--- config.mk ---
export PLATFORM = sky130hd
export DESIGN_NAME = fan_pwm_ramp
export DESIGN_NICKNAME = d
export VERILOG_FILES = /design/src/rtl/fan_pkg.sv /design/src/rtl/fan_tick_gen.sv /design/src/rtl/fan_pwm_ramp.sv
export SDC_FILE = /design/constraint.sdc
export NUM_CORES = 1
export LEC_CHECK = 0
export BUFFER_PORTS_ARGS = -buffer_cell sky130_fd_sc_hd__buf_2
export CORE_ASPECT_RATIO = 1.25
export CORE_UTILIZATION = 58
export CTS_CLUSTER_SIZE = 24
export DETAILED_ROUTE_END_ITERATION = 7
export GPL_ROUTABILITY_DRIVEN = 1
export PLACE_DENSITY = 0.76
export SKIP_LAST_GASP = 1
export SLEW_MARGIN = 20
export SYNTH_ARGS = -nofsm -noshare
export SYNTH_HDL_FRONTEND = slang
export SYNTH_HIERARCHICAL = 1
export SYNTH_SLANG_ARGS = --single-unit
--- constraint.sdc ---
create_clock -name clk -period 4.2 [get_ports clk]
set_input_delay 0.42 -clock clk [delete_from_list [all_inputs] [get_ports clk]]
set_output_delay 0.42 -clock clk [all_outputs]
set_load 0.1 [all_outputs]
--- src/rtl/fan_pkg.sv ---
// Shared definitions for the fan control path: duty width, PWM resolution,
// the preset speed levels used by the speed-select stage, and a clamp helper.
package fan_pkg;

  localparam int DUTY_W    = 7;
  localparam int PWM_STEPS = 100;
  localparam int DUTY_MAX  = 100;

  typedef logic [DUTY_W-1:0] duty_t;

  localparam duty_t DUTY_OFF  = 7'd0;
  localparam duty_t DUTY_LOW  = 7'd30;
  localparam duty_t DUTY_MID  = 7'd60;
  localparam duty_t DUTY_HIGH = 7'd90;

  localparam duty_t DUTY_MAX_D  = duty_t'(DUTY_MAX);
  localparam duty_t PWM_LAST_D  = duty_t'(PWM_STEPS - 1);

  // What the ramp logic does with the applied duty at a period boundary.
  typedef enum logic [2:0] {
    ACT_IDLE,     // not a boundary cycle, nothing happens
    ACT_STOP,     // command is zero: drop to off immediately
    ACT_SETTLED,  // applied duty already equals the command
    ACT_COUNT,    // still waiting out the periods before the next 1% step
    ACT_STEP      // move the applied duty one percent toward the command
  } ramp_act_e;

  // A 7-bit command can encode up to 127; anything above full scale means full.
  function automatic duty_t clamp_duty(input duty_t d);
    return (d > DUTY_MAX_D) ? DUTY_MAX_D : d;
  endfunction

endpackage

--- src/rtl/fan_tick_gen.sv ---
// Free-running prescaler: o_step_tick is high for one clock every DIV clocks,
// on the cycle the counter sits at DIV-1 (the counter wraps on that same cycle).
module fan_tick_gen #(
  parameter int DIV = 100
) (
  input  logic clk,
  input  logic i_reset_p,
  output logic o_step_tick
);

  localparam int CW = (DIV > 1) ? $clog2(DIV) : 1;
  localparam logic [CW-1:0] LAST = CW'(DIV - 1);

  logic [CW-1:0] r_presc;

  assign o_step_tick = (r_presc == LAST);

  // Count 0..DIV-1 and wrap on the tick cycle.
  always_ff @(posedge clk) begin
    if (i_reset_p) begin
      r_presc <= '0;
    end else if (o_step_tick) begin
      r_presc <= '0;
    end else begin
      r_presc <= r_presc + CW'(1);
    end
  end

endmodule

--- src/rtl/fan_pwm_ramp.sv ---
// Fan motor PWM with soft ramping. The command is sampled only at the PWM
// period boundary; the applied duty walks toward it by 1% every RAMP_PERIODS
// periods, except that a zero command stops the fan at once. Because the
// applied duty only moves at the boundary, every period has a single width.
// RAMP_PERIODS must be at least 1.
module fan_pwm_ramp
  import fan_pkg::*;
#(
  parameter int STEP_DIV     = 100,
  parameter int RAMP_PERIODS = 4
) (
  input  logic              clk,
  input  logic              reset_p,
  input  logic [DUTY_W-1:0] duty,
  output logic              pwm,
  output logic [DUTY_W-1:0] duty_now,
  output logic              period_tick,
  output logic              ramping
);

  localparam int RCW = (RAMP_PERIODS > 1) ? $clog2(RAMP_PERIODS) : 1;
  localparam logic [RCW-1:0] RC_LAST = RCW'(RAMP_PERIODS - 1);

  logic           w_step_tick;
  logic           w_boundary;
  duty_t          w_cmd;
  ramp_act_e      w_ramp_act;
  duty_t          w_duty_next;
  logic [RCW-1:0] w_ramp_cnt_next;

  duty_t          r_pwm_cnt;
  duty_t          r_target;
  duty_t          r_duty_now;
  logic [RCW-1:0] r_ramp_cnt;
  logic           r_pwm;
  logic           r_period_tick;
  logic           r_ramping;

  fan_tick_gen #(
    .DIV (STEP_DIV)
  ) u_tick_gen (
    .clk         (clk),
    .i_reset_p   (reset_p),
    .o_step_tick (w_step_tick)
  );

  // The last step of the last PWM slot is the period boundary.
  assign w_boundary = w_step_tick && (r_pwm_cnt == PWM_LAST_D);
  assign w_cmd      = clamp_duty(duty);

  // PWM slot counter, 0..99, advanced once per prescaler tick.
  always_ff @(posedge clk) begin
    if (reset_p) begin
      r_pwm_cnt <= '0;
    end else if (w_step_tick) begin
      if (r_pwm_cnt == PWM_LAST_D) begin
        r_pwm_cnt <= '0;
      end else begin
        r_pwm_cnt <= r_pwm_cnt + 7'd1;
      end
    end
  end

  // Decide the boundary action from the freshly clamped command, then form
  // the next applied duty and ramp period count from it.
  always_comb begin
    w_ramp_act      = ACT_IDLE;
    w_duty_next     = r_duty_now;
    w_ramp_cnt_next = r_ramp_cnt;

    if (w_boundary) begin
      if (w_cmd == DUTY_OFF) begin
        w_ramp_act = ACT_STOP;
      end else if (w_cmd == r_duty_now) begin
        w_ramp_act = ACT_SETTLED;
      end else if (r_ramp_cnt == RC_LAST) begin
        w_ramp_act = ACT_STEP;
      end else begin
        w_ramp_act = ACT_COUNT;
      end
    end

    case (w_ramp_act)
      ACT_STOP: begin
        w_duty_next     = DUTY_OFF;
        w_ramp_cnt_next = '0;
      end
      ACT_SETTLED: begin
        w_ramp_cnt_next = '0;
      end
      ACT_STEP: begin
        // The command is never equal to the applied duty here, so the step
        // cannot overshoot it, and the command is bounded to 1..100.
        w_ramp_cnt_next = '0;
        if (w_cmd > r_duty_now) begin
          w_duty_next = r_duty_now + 7'd1;
        end else begin
          w_duty_next = r_duty_now - 7'd1;
        end
      end
      ACT_COUNT: begin
        w_ramp_cnt_next = r_ramp_cnt + RCW'(1);
      end
      default: begin
      end
    endcase
  end

  // Latch the target and apply the ramp decision; the ramp counter keeps
  // running across a retarget so the cadence does not restart.
  always_ff @(posedge clk) begin
    if (reset_p) begin
      r_target      <= '0;
      r_duty_now    <= '0;
      r_ramp_cnt    <= '0;
      r_period_tick <= 1'b0;
    end else begin
      r_duty_now    <= w_duty_next;
      r_ramp_cnt    <= w_ramp_cnt_next;
      r_period_tick <= w_boundary;
      if (w_boundary) begin
        r_target <= w_cmd;
      end
    end
  end

  // Registered pin and status: compare slot against applied duty, flag any
  // remaining distance to the latched target.
  always_ff @(posedge clk) begin
    if (reset_p) begin
      r_pwm     <= 1'b0;
      r_ramping <= 1'b0;
    end else begin
      r_pwm     <= (r_pwm_cnt < r_duty_now);
      r_ramping <= (r_duty_now != r_target);
    end
  end

  assign pwm         = r_pwm;
  assign duty_now    = r_duty_now;
  assign period_tick = r_period_tick;
  assign ramping     = r_ramping;

endmodule
==> impl_metrics.csv, run 1 <==
group,metric,value,unit
run_status,status,"finished clean",
synth,syn_inst,217,
grt,grt_pass1_wl,6555,microns
synth,ys_async_sr_fraction,0,%
sta,period_minus_slack,3.311,ns
setup_path,crit_family,"compound AO/OA/AOI/OAI gates",
pwr,p_int,527.4,uW
clock_network,cts_tree,"done",
sta,skew,0.005622,ns
drt,vias_per_cell,5.696,
layout,layout-drive-gt1-share,13.98,%
pwr,pwr-share-clk,45.9,%
grt,grt_remaining_overflow,0,
setup_path,worstPathRequired,4.42,ns
drt,drc,0,
setup_path,cp_max_fo,8,
synth,ys_seq_area_share,34.13,%
layout,final_cell_mix,"dfxtp_1 (33), nand2_1 (24), ha_1 (23), nor2_1 (21), buf_2 (18)",
sta,tns,0,ns
sta,finalHoldViolCount,0,
clock_network,cts_resized,0,
sta,relSlewSlack,64.12,%
drt,post_drt_wl_per_cell,13.92,microns
pwr,switching_share,21.27,%
layout,fin_nets,268,
floorplan,io_pins,19,
floorplan,die_area,3574,sq um
setup_path,path_cells,"buf_2 > o311ai_0 > and2_1 > ha_1 > nand4_1 > o31ai_1 > buf_4 > fa_1 > a21o_1 > a21oi_1 > o21ai_0 > xor2_1 > mux2_2 > a21oi_2",
grt,antenna_found_initial,0,
grt,grt_pass1_vias,1510,
sta,period_share,78.83,%
synth,synthesis.area,1936,sq um
synth,synth_fp_nets,250,
layout,area_delta_synth_final,11.64,%
floorplan,initial_utilization,60.60,%
grt,grt_start_max_net_pins,28,
clock_network,cts_buffers,5,
clock_network,cts_hold_buffers,0,
pwr,p_leak,0.0009017,uW
drt,first_pass_iters,4,
drt,wirelength,3800,microns
setup_path,cp_slowest_cell,"o311ai_0",
pwr,p_total,669.8,uW
pwr,peakVddDrop,0.2715,mV
placed_design,gp_routability_congestion,0.8868,
synth,synth_cell_types,42,
synth,postSynthAreaPerCell,8.920,sq um
drt,vias,1555,
sta,tightestPinTransition,0.5315,ns
pwr,power_frac_seq,47.5,%
layout,diodes,0,
layout,fin_util,67.65,%
synth,synth-main-ff-cell,"dfxtp_1",
floorplan,die_x,53.67,microns
grt,grt.total_usage,25.60,%
floorplan,die_h,66.59,microns
min_path,hold_path_class,"input pin to register",
clock_network,root_buffer,"clkbuf_8",
pwr,p_sw,142.5,uW
sta,final-setup-viol-count,0,
clock_network,clk_latency,0.29,ns
drt,ant_nets,0,
drt,drt_iter0_drc,18,
setup_path,cp-end-kind,"register",
layout,final_common_cell,"dfxtp_1",
clock_network,post_cts_buffers,0,
synth,synth_edf_count,0,
sta,final_max_slew_viol_count,0,
setup_path,start_kind,"input pin",
clock_network,cts.sinks,33,
placed_design,port_buffers,18,
floorplan,fp.coreArea,3194,sq um
synth,yosysWarnings,6,
setup_path,critical_path.max_stage_delay,0.49,ns
floorplan,placementRows,23,
pwr,powerDensity,310.0,nW/um^2
setup_path,critPathArrivalTime,3.53,ns
pwr,pwr-share-comb,6.6,%
clock_network,cts_max_level,2,
setup_path,critPathBufInv,2,
placed_design,hpwl,2891,microns
flow_run,cap_violations,0,
synth,ys_seq_elements,33,
setup_path,path_class,"input pin to register",
clock_network,clkTransAtPathRegs,0.06,ns
sta,fmax,0.3021,GHz
sta,rsz0062_at_grt,"no",
clock_network,clk_path_buf_depth,2,
Yosys cell counts, types with 2 or more instances:
cell type	instances	share of area, %
a21oi_1	14	3.6
nor2_1	21	4.1
and4_1	2	0.91
or3_1	2	0.65
nand3b_1	2	0.78
a22oi_1	6	2.3
dfxtp_1	33	34
o21ai_0	5	1.3
inv_1	7	1.4
nor3_1	6	1.6
clkbuf_1	6	1.2
buf_4	2	0.78
nor4_1	2	0.65
nand3_1	4	1.0
nand2_1	24	4.7
and2_1	3	0.97
xor2_1	12	5.4
nand4_1	3	0.97
nand2b_1	2	0.65
ha_1	23	15
mux2i_1	4	2.1
xnor2_1	8	3.6
a21o_1	7	2.7
path summary, 6_finish.rpt:
kind	startpoint	end	slack, ns	cells after the start
worst max-delay path	duty[2]	duty_now[6]	0.89	14
worst min-delay path	duty[0]	r_target[0]	0.42	3
worst max register to register	duty_now[4]	duty_now[6]	0.97	13
worst min register to register	r_target[0]	r_target[0]	0.47	2
worst register-to-register path: cells and delay by family (launching register included):
family,cells,cell delay (ns)
and+or+nand+nor,1,0.23
buffers and inverters,2,0.28
xor gates and xnor gates,1,0.17
AOI/OAI and AO/OA,6,0.95
DFF,1,0.47
adders and majority gates,2,0.70
muxes,1,0.36
layout make-up:
cell class | count | area, sq um
sequential | 33 | 660.6
multi-input combinational | 168 | 1206
clock inverter | 1 | 30.03
fill | 271 | 1033
clock buffer | 7 | 86.33
tap | 37 | 46.29
timing repair buffer | 20 | 105.1
inverter | 7 | 26.28
logic make-up after synthesis:
| logic type | Yosys count | share of synthesized area, % |
|---|---|---|
| buffers and inverters | 16 | 3.555 |
| XOR/XNOR | 20 | 9.050 |
| adder cells (fa/ha/maj) | 24 | 15.90 |
| multiplexers | 5 | 2.650 |
| AO/OA/AOI/OAI | 42 | 14.22 |
| AND/OR/NAND/NOR | 77 | 20.49 |
| flip-flops | 33 | 34.13 |
flip-flops by register name, indices dropped and copies added (netlist names):
| name | flops |
|---|---|
| duty_now | 7 |
| period_tick | 1 |
| pwm | 1 |
| r_pwm_cnt | 7 |
| r_ramp_cnt | 2 |
| r_target | 7 |
| ramping | 1 |
| u_tick_gen/r_presc | 7 |
power by group through the flow:
stage	sequential [uW]	clock, uW	combinational (uW)
global placement	325	0	43.3
global route	318	327	50.8
floorplan	324	0	31.3
finish	318	307	44.5
CTS	318	313	44.5
detailed placement	325	0	44.0
routing by layer:
layer	up-vias	wire length (microns)	track usage, %
li1	791	-	-
met1	729	1777	29.17
met2	24	1824	42.44
met3	11	93	5.708
met4	0	105	14.47
met5	-	0	0
metrics by stage:
step | setup WS (ns) | instances | area, sq um | hold slack, ns
2_1_floorplan | 0.1290 | 217 | 1936 | 0.4446
3_3_place_gp | 0.7149 | 265 | 2044 | 0.4547
3_5_place_dp | 0.6223 | 265 | 2044 | 0.4627
4_1_cts | 0.9165 | 273 | 2161 | 0.4075
5_1_grt | 0.5795 | 273 | 2161 | 0.4310
6_report | 0.8893 | 273 | 2161 | 0.4160
Note: power is estimated with default switching activity, not from simulation.
==> run 2, diff against run 1 <==
CORE_UTILIZATION = 53   (was 58)
PLACE_DENSITY = 0.74   (was 0.76)
clock period = 2.8 ns   (was 4.2 ns; I/O delays follow)
==> impl_metrics.csv, run 2 (synthesis results as in run 1) <==
group,metric,value,unit
clock_network,clk_latency,0.29,ns
sta,tightestPinTransition,0.5053,ns
setup_path,cp_slowest_cell,"fa_1",
pwr,pwr-share-clk,46.7,%
grt,grt_start_max_net_pins,28,
setup_path,worstPathRequired,3.01,ns
setup_path,critical_path.max_stage_delay,0.39,ns
clock_network,post_cts_buffers,0,
drt,ant_nets,0,
clock_network,clk_path_buf_depth,2,
floorplan,io_pins,19,
drt,post_drt_wl_per_cell,14.88,microns
setup_path,critPathBufInv,2,
floorplan,die_h,69.57,microns
floorplan,initial_utilization,55.57,%
sta,fin_ws,0.03547,ns
layout,diodes,0,
pwr,p_sw,236.6,uW
placed_design,dpl_cell_area,2320,sq um
sta,relSlewSlack,66.31,%
placed_design,gp_routability_congestion,0.8023,
sta,final_max_slew_viol_count,0,
floorplan,placementRows,24,
min_path,hold_path_class,"input pin to register",
sta,fmax,0.3617,GHz
grt,grt.total_usage,24.67,%
sta,period_minus_slack,2.765,ns
setup_path,crit_top_cell,"a21oi_2",
layout,regArea,684.4,sq um
layout,layout-drive-gt1-share,29.30,%
pwr,peakVddDrop,0.3877,mV
layout,fin_nets,288,
floorplan,die_x,56.05,microns
pwr,power_frac_seq,44.0,%
drt,drc,0,
drt,drt_iter0_drc,103,
drt,first_pass_iters,4,
layout,final_area,2449,sq um
setup_path,path_cells,"buf_2 > o311ai_2 > buf_4 > nand2_1 > ha_1 > nand3b_1 > a21boi_2 > o31ai_4 > fa_1 > a21o_1 > a21oi_2 > o21ai_1 > xor2_1 > mux2_4 > a21oi_2",
clock_network,cts_resized,0,
layout,final_common_cell,"dfxtp_1",
placed_design,dpl_worst_slack,-0.1998,ns
setup_path,cp-end-kind,"register",
drt,vias_per_cell,5.573,
sta,skew,0.006063,ns
clock_network,clkTransAtPathRegs,0.07,ns
placed_design,hpwl,3272,microns
placed_design,port_buffers,18,
clock_network,cts_tree,"done",
layout,final_cell_mix,"dfxtp_1 (26), nand2_1 (24), buf_4 (22), nor2_1 (21), ha_1 (19)",
sta,final-setup-viol-count,0,
grt,grt_pass1_vias,1685,
sta,rsz0062_at_grt,"yes",
pwr,pwr-share-comb,9.3,%
drt,wirelength,4389,microns
clock_network,root_buffer,"clkbuf_8",
drt,vias,1644,
setup_path,cp_max_fo,4,
floorplan,fp.coreArea,3483,sq um
sta,finalHoldViolCount,0,
grt,grt_remaining_overflow,0,
pwr,p_int,833.9,uW
pwr,p_leak,0.001033,uW
clock_network,cts_max_level,2,
sta,period_share,98.73,%
setup_path,crit_family,"compound AO/OA/AOI/OAI gates",
clock_network,cts_hold_buffers,0,
layout,fillers,286,
flow_run,cap_violations,0,
setup_path,start_kind,"input pin",
layout,area_delta_synth_final,26.50,%
clock_network,cts.sinks,33,
layout,multi_input_area,1297,sq um
floorplan,die_area,3899,sq um
setup_path,path_class,"input pin to register",
clock_network,cts_buffers,5,
grt,grt_pass1_wl,7472,microns
grt,antenna_found_initial,0,
setup_path,critPathArrivalTime,2.98,ns
pwr,powerDensity,437.2,nW/um^2
run_status,status,"finished clean",
pwr,switching_share,22.10,%
-- run 2: changes by cell type in the layout (fill, tap and decap cells not counted), sizes merged --
cell    before  now
buf         20   40
clkinv       0    1
clkbuf       7    6
-- run 2: metrics by stage --
| step | cells | total power (uW) | TNS (ns) | hold slack, ns | util (%) |
|---|---|---|---|---|---|
| after floorplan | 217 | 539.8 | -0.09453 | 0.4160 | - |
| after global placement | 287 | 576.3 | -0.1716 | 0.4571 | 66.59 |
| after detailed placement | 287 | 579.8 | -0.2606 | 0.4598 | 66.59 |
| after CTS | 295 | 1085 | 0 | 0.2707 | 70.29 |
| after global routing | 295 | 1114 | -0.06363 | 0.2781 | 70.29 |
| final | 295 | 1071 | 0 | 0.2832 | 70.29 |
-- run 2: area by class of cell --
| class | instances | area share [%] |
|---|---|---|
| Sequential cell | 33 | 27.95 |
| Clock buffer | 6 | 3.832 |
| Multi-Input combinational cell | 168 | 52.99 |
| Timing Repair Buffer | 40 | 10.42 |
| Clock inverter | 2 | 1.431 |
| Inverter | 7 | 1.380 |
| Tap cell | 39 | 1.993 |
-- run 2: power by group through the flow --
stage | clock (uW) | sequential (uW) | combinational, uW
floorplan | 0 | 481 | 58.9
global placement | 0 | 482 | 94.5
detailed placement | 0 | 482 | 97.7
CTS | 515 | 471 | 99.3
global route | 533 | 471 | 110
finish | 500 | 471 | 99.2
-- run 2: worst paths after layout --
check	from	cells past startpoint	slack, ns	to
setup / recovery	duty[2]	15	0.04	duty_now[6]
hold reg to reg	r_target[3]	2	0.47	r_target[3]
setup reg to reg	duty_now[4]	12	0.06	duty_now[6]
hold / removal	duty[0]	3	0.28	r_target[0]
-- run 2: worst reg2reg max path: stages, from the launching register on --
cell and delay, ns:
dfxtp_4 0.40, inv_4 0.05, ha_4 0.21, and4_1 0.21, a21boi_2 0.17, o31ai_4 0.25
ha_1 0.32, a21o_1 0.20, a21oi_2 0.14, o21ai_1 0.08, xor2_1 0.20, mux2_4 0.33
a21oi_2 0.11
-- run 2: metal layers --
metal  GRT usage (%)  up-vias  part of all wire [%]
li1                -      840                     -
met1           28.91      770                    45
met2           41.93       21                    50
met3           4.104       13                   1.8
met4           14.09        0                   3.5
met5               0        -                     0
==> run 3, diff against run 2 <==
ABC_AREA = 1   (was unset)
PLACE_DENSITY = 0.73   (was 0.74)
==> impl_metrics.csv, run 3 <==
group,metric,value,unit
run_status,status,"finished clean",
clock_network,cts_buffers,5,
sta,relSlewSlack,67.66,%
clock_network,cts_hold_buffers,0,
min_path,hold_end,"r_target[2]",
synth,ys_seq_elements,33,
synth,postSynthAreaPerCell,7.045,sq um
synth,yosys.area.top_type,"dfxtp_1",
grt,grt_remaining_overflow,0,
sta,final-setup-viol-count,0,
drt,first_pass_iters,6,
pwr,powerDensity,372.2,nW/um^2
layout,area_delta_synth_final,20.50,%
synth,yosysMostFrequentCell,"nand2_1",
synth,syn_inst,298,
drt,ant_nets,0,
layout,diodes,0,
min_path,hold_depth,3,
placed_design,dpl_cell_area,2402,sq um
clock_network,cts_tree,"done",
setup_path,reg2reg_to,"duty_now[4]",
synth,synth-main-ff-cell,"dfxtp_1",
synth,synth_common_cells,"nand2_1 (66), inv_1 (51), dfxtp_1 (33)",
setup_path,cp_max_fo,4,
sta,period_minus_slack,2.572,ns
floorplan,fp.coreArea,3785,sq um
pwr,p_total,941.7,uW
pwr,power_frac_seq,50.1,%
layout,layout.cells.non_filler,393,
sta,rsz0062_at_grt,"yes",
placed_design,dp.cells,385,
drt,post_drt_wl_per_cell,11.30,microns
clock_network,post_cts_buffers,0,
grt,grt.total_usage,24.40,%
layout,final_area,2530,sq um
setup_path,path_class,"input pin to register",
sta,skew,0.005091,ns
setup_path,reg2reg_depth,14,
sta,final_max_slew_viol_count,0,
drt,vias_per_cell,4.919,
layout,final_common_cell,"nand2_1",
clock_network,clkTransAtPathRegs,0.07,ns
placed_design,gp_routability_congestion,0.8756,
synth,ys_async_sr_fraction,0,%
layout,final_cell_mix,"nand2_1 (65), inv_1 (51), dfxtp_1 (26), a21oi_1 (22), ha_1 (21)",
floorplan,initial_utilization,55.47,%
synth,yosysWarnings,6,
clock_network,cts.sinks,33,
floorplan,io_pins,19,
min_path,worstHoldStart,"duty[2]",
clock_network,clk_path_buf_depth,2,
pwr,p_leak,0.001222,uW
sta,tightestPinTransition,0.4885,ns
drt,wirelength,4439,microns
floorplan,die_area,4219,sq um
clock_network,cts_max_level,2,
layout,layout-drive-gt1-share,21.83,%
layout,fin_nets,371,
floorplan,placementRows,25,
sta,finalHoldViolCount,0,
pwr,pwr-share-clk,37.8,%
placed_design,hpwl,3471,microns
sta,whs,0.3241,ns
synth,synth_fp_nets,331,
placed_design,port_buffers,18,
drt,drt_iter0_drc,73,
flow_run,cap_violations,0,
synth,ys_seq_area_share,31.47,%
grt,antenna_found_initial,0,
clock_network,clk_latency,0.29,ns
grt,grt_pass1_vias,1803,
setup_path,worstPathRequired,2.97,ns
clock_network,root_buffer,"clkbuf_8",
pwr,pwr-share-comb,12.0,%
setup_path,critPathArrivalTime,2.74,ns
sta,period_share,91.86,%
synth,synth_edf_count,0,
layout,fin_util,66.84,%
sta,fmax,0.3888,GHz
pwr,switching_share,26.50,%
synth,yosysTopAreaCellShare,31.47,%
synth,synth_cell_types,32,
pwr,peakVddDrop,0.2381,mV
drt,drc,0,
drt,vias,1933,
setup_path,r2r-start,"duty_now[6]",
grt,grt_pass1_wl,7921,microns
setup_path,cp-end-kind,"register",
setup_path,rrSetupSlack,0.32,ns
floorplan,die_h,72.37,microns
pwr,p_int,692.1,uW
floorplan,die_x,58.30,microns
setup_path,start_kind,"input pin",
min_path,hold_path_class,"input pin to register",
grt,grt_start_max_net_pins,14,
pwr,p_sw,249.6,uW
synth,synth_area_leaders,"dfxtp_1 (31%), ha_1 (14%), nand2_1 (12%)",
synth,synthesis.area,2100,sq um
## run 3: final cells by class
type                       instances  area (sq um)
multi-input combinational        210          1276
timing repair buffer              36         225.2
inverter                          52         196.4
clock inverter                     3         16.27
clock buffer                       5         68.82
fill                             348          1255
sequential                        33         679.4
tap                               54         67.56
## run 3: power groups by stage
stage                     Sequential (uW)  Combinational [uW]  Clock (uW)
after floorplan                       482                63.0           0
after global placement                483                 106           0
after detailed placement              483                 107           0
after CTS                             472                 108         364
after global routing                  472                 129         379
final                                 472                 113         356
## run 3: cells by family after synthesis
kind of cell             synth area share (%)
flip-flops                              31.47
buffers and inverters                   9.892
AND/OR/NAND/NOR                         28.49
XOR/XNOR                                3.337
adder cells (fa/ha/maj)                 14.66
AO/OA/AOI/OAI                           12.16
## run 3: worst max-delay path by stage
stage                   to  depth (start not counted)     from
6_report       duty_now[4]                         20  duty[5]
5_1_grt        duty_now[5]                         19  duty[6]
3_3_place_gp   duty_now[4]                         20  duty[6]
3_5_place_dp   duty_now[4]                         20  duty[5]
4_1_cts        duty_now[4]                         20  duty[5]
2_1_floorplan  duty_now[4]                         17  duty[6]
## run 3: timing repair
item	CTS	global route
setup endpoints to repair	0	4
endpoints found under the hold margin	0	0
gates resized for setup	0	7
## run 3: metal layers
metal,track usage [%],share of wire [%],up-vias,wire (microns)
li1,-,-,1040,-
met1,29.84,46,866,2034
met2,42.27,51,21,2248
met3,3.922,1.9,6,85
met4,9.788,1.6,0,72
met5,0,0,-,0
## run 3: stage by stage
step / setup TNS [ns] / setup slack [ns]
4_1_cts: 0 / 0.1644
6_report: 0 / 0.2279
3_5_place_dp: -0.3205 / -0.1397
3_3_place_gp: -0.1512 / -0.07515
5_1_grt: -0.03350 / -0.02903
2_1_floorplan: 0 / 0.02893
## run 3: critical path, cell delays in order
cell,delay [ns]
buf_2,0.09
nand2_1,0.05
o21bai_2,0.19
a21oi_2,0.14
inv_1,0.07
nand2_1,0.07
inv_1,0.04
ha_1,0.28
nand2_1,0.08
nor2_1,0.10
nand2_1,0.06
nand2_1,0.10
nand2_2,0.09
buf_4,0.15
fa_2,0.36
nand3_1,0.10
nand2_1,0.07
or2_2,0.27
nand3_1,0.08
a21oi_1,0.06
